**src/rtl/spi_mem_responder.sv**
```systemverilog
// spi_mem_responder: serial frame slave holding a DEPTH x DATA_W register file, answering write and read frames
module spi_mem_responder #(
  parameter int ADDR_W = 8,
  parameter int DATA_W = 8,
  parameter int DEPTH  = 32
) (
  input  logic clk,
  input  logic rst,
  input  logic cs,
  input  logic mosi,
  output logic miso,
  output logic ready,
  output logic op_done,
  output logic frame_err
);
  localparam int FL = 1 + ADDR_W + DATA_W;
  localparam int CW = $clog2(FL + 1);
  localparam int AW = DEPTH > 1 ? $clog2(DEPTH) : 1;
  typedef enum logic [2:0] {IDLE, LEAD, RX, COMMIT, RD_FETCH, TX} state_t;
  state_t state;
  logic [CW-1:0] cnt;
  logic [FL-1:0] frame, frame_nx;
  logic [ADDR_W-1:0] addr;
  logic [DATA_W-1:0] shreg, rd_word;
  logic [DATA_W-1:0] mem [DEPTH];
  logic armed, oor, oor_nx;
  // the range check on frame_nx lets frame_err line up with ready/op_done
  always_comb begin
    frame_nx = frame | (FL'(mosi) << cnt);
    addr = frame[ADDR_W:1];
    oor_nx = 32'(frame_nx[ADDR_W:1]) >= DEPTH;
    oor = 32'(addr) >= DEPTH;
    rd_word = oor ? '0 : mem[addr[AW-1:0]];
  end
  always_ff @(posedge clk) begin
    if (rst) begin
      state <= IDLE;
      cnt <= '0;
      frame <= '0;
      shreg <= '0;
      armed <= 1'b0;
      miso <= 1'b0;
      ready <= 1'b0;
      op_done <= 1'b0;
      frame_err <= 1'b0;
    end else begin
      ready <= 1'b0;
      op_done <= 1'b0;
      frame_err <= 1'b0;
      case (state)
        IDLE: begin
          if (cs) armed <= 1'b1;
          else if (armed) begin
            state <= LEAD;
            armed <= 1'b0;
            cnt <= '0;
            frame <= '0;
          end
        end
        LEAD: state <= RX;
        RX: begin
          if (cs) begin
            frame_err <= 1'b1;
            armed <= 1'b1;
            state <= IDLE;
          end else begin
            frame <= frame_nx;
            cnt <= cnt + 1'b1;
            if (!frame[0] && cnt == CW'(ADDR_W)) begin
              state <= RD_FETCH;
              ready <= 1'b1;
              frame_err <= oor_nx;
            end else if (frame[0] && cnt == CW'(FL - 1)) begin
              state <= COMMIT;
              op_done <= 1'b1;
              frame_err <= oor_nx;
            end
          end
        end
        COMMIT: begin
          if (!oor) mem[addr[AW-1:0]] <= frame[FL-1:1+ADDR_W];
          state <= IDLE;
        end
        RD_FETCH: begin
          miso <= rd_word[0];
          shreg <= rd_word >> 1;
          cnt <= CW'(1);
          state <= TX;
        end
        TX: begin
          if (cnt == CW'(DATA_W)) begin
            miso <= 1'b0;
            state <= IDLE;
          end else begin
            miso <= shreg[0];
            shreg <= shreg >> 1;
            cnt <= cnt + 1'b1;
          end
        end
        default: state <= IDLE;
      endcase
    end
  end
endmodule

```
**config.mk**
```make
export PLATFORM = sky130hd
export DESIGN_NAME = spi_mem_responder
export DESIGN_NICKNAME = d
export VERILOG_FILES = /design/src/rtl/spi_mem_responder.sv
export SDC_FILE = /design/constraint.sdc
export NUM_CORES = 1
export LEC_CHECK = 0
export CAP_MARGIN = 20
export CORE_MARGIN = 8
export CORE_UTILIZATION = 55
export CTS_CLUSTER_DIAMETER = 100
export DETAILED_ROUTE_END_ITERATION = 8
export PLACE_DENSITY = 0.78
export SETUP_SLACK_MARGIN = 0.02
export SKIP_CTS_REPAIR_TIMING = 1
export SYNTH_ARGS = -nofsm -noshare
export SYNTH_HDL_FRONTEND = slang
export SYNTH_SLANG_ARGS = --single-unit
export TNS_END_PERCENT = 30
```
**constraint.sdc**
```tcl
create_clock -name clk -period 3.49 [get_ports clk]
set_clock_uncertainty 0.15 [all_clocks]
set_input_delay 1.047 -clock clk [delete_from_list [all_inputs] [get_ports clk]]
set_output_delay 1.047 -clock clk [all_outputs]
set_load 0.005 [all_outputs]
```
==> results.ini <==
[synth]
yosysTopAreaCellShare_pct = 64.5
syn_area_um2 = 11900
syn_inst = 713
ys.warnings.count = 0
avgSynthCellArea_um2 = 16.7
synthDistinctLibCells = 64
synth_nets = 719
async_flop_share_pct = 0
synth_area_leader_cell = edfxtp_1
ys_ff_latch = 298
synthFlopType = edfxtp_1
ys_top_cells_by_area = edfxtp_1 (65%), mux4_2 (8.5%), dfxtp_1 (7.1%)
seq_area_frac_synth_pct = 71.6
synth_edf_count = 256

[layout]
syn_to_final_growth_pct = 12.8
fin_area_um2 = 13400
drive_gt1_share_pct = 20.6
diodes = 0
nets = 776
fillerInstances = 1468

[floorplan]
fp-row-count = 54
initial_utilization_pct = 55.3
core_area_um2 = 21600
die_x_um = 163
die-area_um2 = 26600
io_pins = 8
die_h_um = 163

[clocking]
insertion_delay_ns = 0.55
cts_tree = built
clockRootBuffer = clkbuf_16
cts.sinks = 298
cts_made_buffers = 29
clock_path_buffers = 3
cts_max_level = 1
path_clk_slew_ns = 0.06

[critical_path]
critPathMaxStageDelay_ns = 0.60
r2r_end = shreg[3]
path_class = in -> reg
start_kind = primary input
endpoint = mem[0][0]
critPathRequiredTime_ns = 3.59
cp-end-kind = flip-flop
cp_common_cell = nor2_1
startpoint = rst
crit_path_cell_trace = clkdlybuf4s50_1 > nor2_1 > nand4_1 > or3_1 > nor2_1 > buf_4
ff2ff_setup_slack_ns = 0.75
arrival_ns = 2.88
critPathMaxFanout = 8
slowest_stage = or3_1
rr_worst_depth = 5

[place]
hpwl_um = 16700
port_buffers = 7
globalplace.congestion = 0.891
placed_cell_area_um2 = 12500

[route]
antenna_left = 0
vias = 6796
drt_iter0_markers = 989
drc = 0
wl_per_cell_um = 24.8
firstDrtPassIters = 6
wl_um = 26600
via_per_inst = 6.33

[sta]
finalCritPeriodShare_pct = 79.5
finalCriticalPeriod_ns = 2.78
finalMaxSlewViolations = 0
fin_worst_hold_slack_ns = 0.333
finalSetupViolCount = 0
rsz0062_at_grt = false
timing.fmax_ghz = 0.360
finalHoldViolCount = 0
final.setup.tns_ns = 0
worst_pin_slew_ns = 0.927
maxSlewHeadroom_pct = 38.2

[power_and_ir_drop]
fin_total_pwr_mw = 6.82
leakagePower_nw = 4.20
irDropWorstVdd_v = 0.000349
power_density_nw_per_um2 = 507

[global_routing]
grt_pass1_wl_um = 40400
grt_max_degree = 59
grt_pass1_vias = 6800
antenna_found_initial = 0
grt_usage_pct = 20.1
overflow = 0

[min_path]
hp-class = reg -> reg
hold_depth = 2

[run]
maxCapViolCount = 0

[status]
status = finished, final reports clean

-- cells in the mapped netlist, drive strengths merged (2+ instances only) --
cell       n
edfxtp   256
nor2      73
mux4      47
dfxtp     42
mux2i     41
a21oi     29
buf       22
a22oi     21
nand2     19
clkbuf    15
nor2b     14
inv       13
nor3      13
nor4       9
o21ai      9
a31oi      7
nand2b     7
or3        7
a22o       6
nand3      6
a2111oi    5
o221ai     5
o2bb2ai    5
nand3b     4
a211oi     3
nand4      3
o211ai     3
ha         2
nor3b      2
o2111ai    2
o311ai     2
or3b       2
-- layer usage --
metal / global-route usage (%) / share of wire, % / vias to the layer above
li1: - / - / 2949
met1: 26.8 / 38 / 3452
met2: 33.6 / 50 / 341
met3: 2.77 / 8.5 / 54
met4: 6.59 / 3.0 / 0
met5: 0 / 0 / -
-- layout make-up --
class	count	area [um^2]	share of cell area (%)
Multi-Input combinational cell	365	3110	23.1
Tap cell	280	350	2.61
Clock buffer	38	822	6.11
Inverter	13	48.8	0.363
Clock inverter	16	90.1	0.670
Timing Repair Buffer	63	490	3.65
Sequential cell	298	8540	63.5
-- per-stage QoR --
| step | worst slack (ns) | std cells | utilization [%] |
|---|---|---|---|
| final | 0.714 | 1073 | 62.4 |
| after global routing | 0.625 | 1073 | 62.4 |
| after CTS | 0.728 | 1073 | 62.4 |
| after detailed placement | 0.200 | 1019 | 58.2 |
| after global placement | 0.241 | 1019 | 58.2 |
| after floorplan | 0.806 | 713 | - |
-- flip-flops by register name, indices dropped and copies added, names as in the netlist, named ones only --
register   flops
mem          256
miso           1
state          3
frame         17
ready          1
shreg          7
frame_err      1
cnt            5
op_done        1
armed          1
-- worst min-delay path by stage --
stage | startpoint | endpoint | slack (ns)
final | frame[7] | frame[7] | 0.33
after global routing | frame[8] | frame[8] | 0.37
after CTS | frame[7] | frame[7] | 0.33
after detailed placement | frame[7] | frame[7] | 0.31
after global placement | frame[7] | frame[7] | 0.31
after floorplan | frame[8] | frame[8] | 0.29
-- power by group --
part	switching [mW]	internal, mW
Clock	1.28	1.66
Sequential	0.0114	3.81
Combinational	0.0375	0.0225
-- layout by cell type, fill, tap and decap left out, types with 3 or more instances in the layout --
master           instances
a22oi_1                 21
clkinv_2                10
nor4_1                   8
o21ai_1                  6
o2bb2ai_1                5
buf_4                   56
clkbuf_16               30
or3_1                    7
nand2_1                 19
clkdlybuf4s50_1          7
a211oi_1                 3
nor2_1                  73
a22o_1                   6
a31oi_1                  7
nand3_1                  6
edfxtp_1               256
a2111oi_0                4
mux4_2                  45
clkbuf_8                 4
inv_1                   11
nand4_1                  3
a21oi_1                 29
o221ai_1                 5
clkbuf_1                 3
o211ai_1                 3
o21ai_0                  3
nor3_1                  13
mux2i_1                 41
nand2b_1                 7
dfxtp_1                 40
nor2b_1                 13
nand3b_1                 4
-- cells by family (layout without fill, tap and decap cells) --
| kind of cell | count (synthesis) | after routing | share of synthesized area, % |
|---|---|---|---|
| adder cells (fa/ha/maj) | 2 | 2 | 0.210 |
| AO/OA/AOI/OAI | 109 | 109 | 6.52 |
| multiplexers | 89 | 89 | 12.5 |
| buffers and inverters | 50 | 130 | 2.35 |
| flip-flops | 298 | 298 | 71.6 |
| AND/OR/NAND/NOR | 165 | 165 | 6.87 |
-- worst max-delay path, delay by kind of cell --
| kind | cells | cell delay [ns] |
|---|---|---|
| AND/OR/NAND/NOR | 4 | 1.20 |
| buffers and inverters | 2 | 0.63 |
(Power assumes the default switching activity.)
